## config.mk

```make
export PLATFORM = sky130hd
export DESIGN_NAME = keypad_scanner
export DESIGN_NICKNAME = d
export VERILOG_FILES = /design/src/rtl/keypad_scanner.sv
export SDC_FILE = /design/constraint.sdc
export NUM_CORES = 1
export LEC_CHECK = 0
export ABC_CLOCK_PERIOD_IN_PS = 2750
export CORE_MARGIN = 1
export CORE_UTILIZATION = 56
export CTS_BUF_LIST = sky130_fd_sc_hd__clkbuf_16
export DETAILED_ROUTE_END_ITERATION = 16
export PLACE_DENSITY_LB_ADDON = 0.25
export RECOVER_POWER = 100
export REMOVE_ABC_BUFFERS = 1
export SLEW_MARGIN = 10
export SYNTH_ARGS = -nofsm -noshare
export SYNTH_HDL_FRONTEND = slang
export SYNTH_SLANG_ARGS = --single-unit
```

## constraint.sdc

```tcl
create_clock -name clk -period 2.75 [get_ports clk]
set_clock_uncertainty 0.15 [all_clocks]
set_input_delay 0.55 -clock clk [delete_from_list [all_inputs] [get_ports clk]]
set_output_delay 0.55 -clock clk [all_outputs]
set_load 0.02 [all_outputs]
```

## src/rtl/keypad_scanner.sv

```systemverilog
// rtl/keypad_scanner.sv - 4x4 keypad row scanner with debounced press and release
// One row is driven low per scan tick; a key is reported once its column stays low for DEBOUNCE_CNT ticks.
module keypad_scanner #(
   parameter int SCAN_DIV     = 27000,
   parameter int DEBOUNCE_CNT = 10
) (
   input  logic       clk,
   input  logic       rst,
   input  logic [3:0] col_n,
   output logic [3:0] row_n,
   output logic [4:0] key,
   output logic       keypad_pressed,
   output logic       key_held
);

   localparam int DW = $clog2(SCAN_DIV);
   localparam int CW = $clog2(DEBOUNCE_CNT + 1);
   localparam logic [DW-1:0] DIV_MAX = DW'(SCAN_DIV - 1);
   localparam logic [CW-1:0] CNT_MAX = CW'(DEBOUNCE_CNT);
   localparam logic [CW-1:0] CNT_ONE = CW'(1);

   typedef enum logic [1:0] {S_SCAN, S_DEBOUNCE, S_HELD, S_RELEASE} state_t;

   state_t        state_q, state_d;
   logic [3:0]    sync1_q, sync2_q;
   logic [DW-1:0] div_q;
   logic [CW-1:0] cnt_q, cnt_d;
   logic [1:0]    row_q, row_d;
   logic [1:0]    col_q, col_d;
   logic [3:0]    row_n_q, row_n_d;
   logic [4:0]    key_q, key_d;
   logic          pressed_q, pressed_d;
   logic          held_q, held_d;
   logic          tick;
   logic          any_low;
   logic          col_low;
   logic [1:0]    low_idx;

   assign tick    = (div_q == DIV_MAX);
   assign any_low = (sync2_q != 4'hF);
   assign col_low = ~sync2_q[col_q];

   // Lowest-index column wins when several are pressed on the same row.
   always_comb begin
      low_idx = 2'd0;
      for (int i = 3; i >= 0; i--) begin
         if (!sync2_q[i]) low_idx = 2'(i);
      end
   end

   always_comb begin
      state_d   = state_q;
      cnt_d     = cnt_q;
      row_d     = row_q;
      col_d     = col_q;
      key_d     = key_q;
      pressed_d = 1'b0;
      held_d    = held_q;
      if (tick) begin
         case (state_q)
            S_SCAN: begin
               if (any_low) begin
                  col_d = low_idx;
                  cnt_d = CNT_ONE;
                  if (DEBOUNCE_CNT == 1) begin
                     key_d     = {1'b0, row_q, low_idx};
                     pressed_d = 1'b1;
                     held_d    = 1'b1;
                     cnt_d     = '0;
                     state_d   = S_HELD;
                  end else begin
                     state_d = S_DEBOUNCE;
                  end
               end else begin
                  row_d = row_q + 2'd1;
               end
            end
            S_DEBOUNCE: begin
               if (!col_low) begin
                  cnt_d   = '0;
                  row_d   = row_q + 2'd1;
                  state_d = S_SCAN;
               end else if (cnt_q + CNT_ONE == CNT_MAX) begin
                  key_d     = {1'b0, row_q, col_q};
                  pressed_d = 1'b1;
                  held_d    = 1'b1;
                  cnt_d     = '0;
                  state_d   = S_HELD;
               end else begin
                  cnt_d = cnt_q + CNT_ONE;
               end
            end
            S_HELD: begin
               if (!col_low) begin
                  if (DEBOUNCE_CNT == 1) begin
                     key_d   = 5'h1F;
                     held_d  = 1'b0;
                     cnt_d   = '0;
                     row_d   = row_q + 2'd1;
                     state_d = S_SCAN;
                  end else begin
                     cnt_d   = CNT_ONE;
                     state_d = S_RELEASE;
                  end
               end
            end
            default: begin
               if (col_low) begin
                  cnt_d   = '0;
                  state_d = S_HELD;
               end else if (cnt_q + CNT_ONE == CNT_MAX) begin
                  key_d   = 5'h1F;
                  held_d  = 1'b0;
                  cnt_d   = '0;
                  row_d   = row_q + 2'd1;
                  state_d = S_SCAN;
               end else begin
                  cnt_d = cnt_q + CNT_ONE;
               end
            end
         endcase
      end
      row_n_d = ~(4'b0001 << row_d);
   end

   always_ff @(posedge clk) begin
      if (rst) begin
         state_q   <= S_SCAN;
         sync1_q   <= 4'hF;
         sync2_q   <= 4'hF;
         div_q     <= '0;
         cnt_q     <= '0;
         row_q     <= 2'd0;
         col_q     <= 2'd0;
         row_n_q   <= 4'b1110;
         key_q     <= 5'h1F;
         pressed_q <= 1'b0;
         held_q    <= 1'b0;
      end else begin
         state_q   <= state_d;
         sync1_q   <= col_n;
         sync2_q   <= sync1_q;
         div_q     <= tick ? '0 : div_q + 1'b1;
         cnt_q     <= cnt_d;
         row_q     <= row_d;
         col_q     <= col_d;
         row_n_q   <= row_n_d;
         key_q     <= key_d;
         pressed_q <= pressed_d;
         held_q    <= held_d;
      end
   end

   assign row_n          = row_n_q;
   assign key            = key_q;
   assign keypad_pressed = pressed_q;
   assign key_held       = held_q;

endmodule
```

== Word level (Yosys, flattened, before mapping) ==
Index checks and enable logic that the tools add are counted.

* Bits in registers: 44
* Latch bits: 0
* Memory bits (writable): 0
* Bits in read-only memories: 0
* Input port bits: 6
* Output and inout port bits: 11
* Logic and storage cells: 75
* Memories kept: 0

* Add/subtract/negate cells: 3
* Multiply operators: 0
* Div/mod/pow operators: 0
* Magnitude comparators: 1
* Eq/ne operators: 10
* Shift operators: 1
* Multiplexer cells: 36
* Bitwise operators: 4
* Reductions and logical operators: 9

{| class="wikitable"
|+ Operator list
! operator !! number
|-
| $mux W2 || 15
|-
| $mux W4 || 5
|-
| $mux W5 || 4
|-
| $add A15 B1 Y15 const B || 1
|-
| $eq A15 B15 Y1 const B || 1
|-
| $pmux W2 S3 || 2
|-
| $pmux W4 S3 || 1
|-
| $pmux W5 S2 || 1
|-
| $reduce_and A5 Y1 || 2
|-
| $mux W1 || 6
|-
| $ne A2 B2 Y1 const B || 3
|-
| $reduce_and A3 Y1 || 2
|-
| $ne A5 B1 Y1 const B || 1
|-
| $add A4 B1 Y4 const B || 1
|-
| $eq A4 B4 Y1 const B || 1
|-
| $ne A4 B4 Y1 const B || 1
|-
| $not A4 Y4 || 1
|-
| $reduce_or A2 Y1 || 2
|-
| $reduce_or A4 Y1 || 1
|-
| $shl A1 B2 Y4 const A || 1
|-
| $lt A2 B3 Y1 const B || 1
|-
| $ne A3 B3 Y1 const B || 1
|-
| $not A1 Y1 || 3
|-
| $add A2 B1 Y2 const B || 1
|-
| other kinds (6) || 6
|}

== Depth between registers and ports, before layout ==
* Word-level depth: 8
* Mapped depth: 9
* Depth with buffers taken out: 8

== Worst setup path before layout ==
OpenSTA, ideal clock, no wires.

* Path kind: register to register
* Start point: reg col_q[0]
* End point: reg cnt_q[1]
* Setup time: 0.071 ns
* Data arrival time: 2.144 ns
* Required time: 2.529 ns
* Slack: 0.385 ns
* Stages on the path, launching flop included: 8
* Path buffers: 1
* Clock period less this slack: 2.365 ns
* Cells stage by stage: dfxtp_1 -> mux4_2 -> buf_6 -> or2_4 -> o21a_1 -> or3_1 -> or3_1 -> a21oi_1

* Word-level cells in the longest chain between the ends: 4
* Elaborated cells on any way between the ends: 7
* Those cells by class: eq/ne (1); mux (5); reduce/logical (1)

{| class="wikitable"
|+ Ends and longest elaborated chain
! element !! RTL line !! RTL
|-
| start, declared || 29 || <nowiki>logic [1:0] col_q, col_d;</nowiki>
|-
| start signal, assigned || 146 || <nowiki>col_q <= col_d;</nowiki>
|-
| $bmux W1 S2 * || 41 || <nowiki>assign col_low = ~sync2_q[col_q];</nowiki>
|-
| $mux W1 (implied by the code) * || 41 ||
|-
| $mux W4 (tied with other cells) || 108 || <nowiki>if (col_low) begin</nowiki>
|-
| $pmux W4 S3 or $reduce_and A3 Y1 (tied branches) || - ||
|-
| end signal, assigned || 144 || <nowiki>cnt_q <= cnt_d;</nowiki>
|-
| end, declared || 27 || <nowiki>logic [CW-1:0] cnt_q, cnt_d;</nowiki>
|}

Mark *: on every way between the ends. The rest lies on a longest branch, timed or not. The select of a mux whose other input is x is not followed.
A chain may end at the register's enable or synchronous reset.

== Worst setup path in the final report ==
Ends and elaborated chain as after synthesis.

==> impl_results.md <==
- Outcome: finished, final reports clean
- GP Congestion: 0.874
- Clock Path Buffers: 2
- Leakage: 0.000878 uW
- PostCTS Resize Cnt: 0
- Synth Warn #: 0
- Area Overhead vs Synth: 16.8%
- Final hold violations: 0
- Hold path start: sync1_q[2]
- Critical path fanouts, max: 9
- Hold path depth: 1
- Filler instances: 300
- Layout cells sized above 1: a little under 9%
- Final core area utilization: between 60% and 70%
- Setup Total Neg Slack: 0 ps
- CP Data Required Time: 2800 ps
- # diodes: 0
- Die H: roughly 60 um
- Post-synth EDFFs: 0
- # setup viols final: 0
- Initial Util: between 50% and 60%
- Syn_area_per_cell: between 8 and 9 um^2
- Synth Area in Adders: approximately 4.4%
- Hold Crit Class: reg2reg
- Post-route cell area: 2320 um^2
- Initial antenna violation count: 0
- DR DRC count: 0
- Final nets: 254
- RSZ-0062 raised after global routing: no
- Area contributors post-synth: dfxtp_1 44%, nor2_1 5.5%, ha_1 4.4%
- Reg-to-reg endpoint: cnt_q[1]
- Total GRT Usage: between 20% and 30%
- First-pass GRT wire length: 5730 um
- Tot Pwr: 1240 uW
- Commonest cells after routing, fill and taps aside: 44 x dfxtp_1, 29 x nor2_1, 17 x nand2_1
- Largest family of logic cells by synthesized area: simple AND/OR/NAND/NOR gates
- Row cnt: 21
- Vias in the first global route: approximately 1200
- Arr. time, crit path: approximately 2600 ps
- Worst hold endpoint: sync2_q[2]
- Largest net degree at the start of global routing: 24
- Synth Cell Area: slightly below 2000 um^2
- Synth area leader: dfxtp_1
- # port buffers: 16
- Top cell type's share of synthesized area: 44.4%
- XOR/XNOR share of the synthesized area: roughly 5.7%
- R2R setup slack: about 180 ps
- Pre-antenna DRT Iters: 4
- Clk pin slew, worst setup/hold paths: around 60 ps
- #FFs+latches synth: 44
- Most common cell after layout, fill and taps aside: dfxtp_1
- Post-Synthesis Cells: 221
- Slew @ Worst Pin: 977 ps
- Fin crit period: roughly 2600 ps
- Clock sinks: 44
- Slew Viols, Final: 0
- Die width: between 60 and 70 um
- Simple-gate share of the synthesized area: 26.6%
- Worst r2r path cells: 6
- WL per Instance: approximately 12 um
- Post-CTS Setup Inserts: 0
- CTS tree: done
- Via-per-instance ratio: 5.33
- Critical R2R Launch: col_q[0]
- CTS root buffer: clkbuf_16
- Kind of critical path: reg2reg
- Sequential fraction of the synthesis area: 44.4%
- Async SR Flop Fraction: 0%
- DP Area: roughly 2200 um^2
- Die area: ~3800 um^2
- Synth Area in Compound Gates: a little under an eighth
- Slew Limit Headroom: roughly a third
- Placeable Area: ~3400 um^2
- Top_reg_cell synth: dfxtp_1
- Routed wire length: 3390 um
- Io pins: 17
- PwrDens: about 540 nW/um^2
- Grt ovf: 0
- Max Cap Viol: 0
- DP HPWL: about 2400 um
- Worst VDD drop: ~500 uV
- Final worst-path cycle share: approximately 93%
- Crit end category: flip-flop
- Mux contribution to synthesized area: 3.15%
- Clock latency on the worst-skew pair: around 280 ps
- Drt initial violations: 95
- Vias: between 1500 and 2000
- Synth cell types: 51
- # hold bufs at CTS: 0
- Crit start category: flip-flop
- Final ANT Viol Nets: 0
- H-tree depth: 2
- Fmax: around 400 MHz
- Number of CTS-inserted buffers: 5
==> logic make-up (layout without fill, tap and decap cells) <==
kind of cell / Yosys count / in the layout
buf+inv: 19 / 39
compound gates: 35 / 35
simple gates: 98 / 98
mux: 5 / 5
flops: 44 / 44
fa+ha+maj: 7 / 7
xor+xnor: 13 / 13
==> layout make-up <==
cell class,count,area (um^2),share of cell area [%]
clock buffer,5,125,5.40
multi-input combinational,158,1020,43.9
inverter,12,45.0,1.94
tap,46,57.6,2.49
sequential,44,881,38.0
timing repair buffer,20,179,7.73
clock inverter,2,12.5,0.540
==> worst max-delay path, cell delays in order, from the launching register on <==
cell and delay, ps:
dfxtp_1 360, mux4_2 620, or2_0 310, o21a_1 240, or3_1 340, or3_1 320
a21oi_1 140
==> power breakdown <==
part           internal [uW]  switching (uW)
combinational           18.9            21.1
sequential               647            6.53
clock                    329             221
==> worst max path at each step <==
stage | startpoint | endpoint | slack, ps | depth (start not counted)
detailed placement | col_q[0] | cnt_q[1] | 280 | 6
CTS | col_q[0] | cnt_q[1] | 250 | 6
floorplan | col_q[0] | cnt_q[1] | 420 | 6
global placement | col_q[0] | cnt_q[1] | 340 | 6
finish | col_q[0] | cnt_q[1] | 180 | 6
global route | col_q[0] | row_n[1] | 60 | 6
==> sequential cells by signal, summed over array words and instances (netlist names), named ones only <==
register,cells
col_q,2
row_q,2
key_held,1
cnt_q,4
state_q,1
sync1_q,4
div_q,15
key,5
row_n,4
keypad_pressed,1
sync2_q,4
==> stage by stage <==
step                      worst slack, ps  hold slack [ps]  instances
after floorplan                       415              239        214
after global routing                 62.2              273        287
after CTS                             252              256        287
after detailed placement              280              242        280
final                                 183              257        287
after global placement                338              243        280
==> per-layer routing <==
metal  wire length (um)  track usage (%)  vias to the layer above
met5                  0                0                        -
met4                 30             7.62                        0
met3                140             7.56                        4
met2               1460             28.9                       37
met1               1760             30.5                      688
li1                   -                -                      801
==> Yosys cell counts, types with 2 or more instances <==
master	count
nand4b_1	2
o21a_1	3
a21oi_1	11
nand2_1	17
mux2i_1	4
xor2_1	4
nor2b_1	2
nor2_1	29
o22ai_1	2
and3_1	5
xnor2_1	9
ha_1	7
nand4_1	3
nand3_1	8
nor3_1	4
or2_2	10
clkbuf_1	4
inv_1	12
dfxtp_1	44
o211ai_1	3
o21ai_0	5
or3_1	4
No activity file was read; power rests on OpenSTA's default activity.
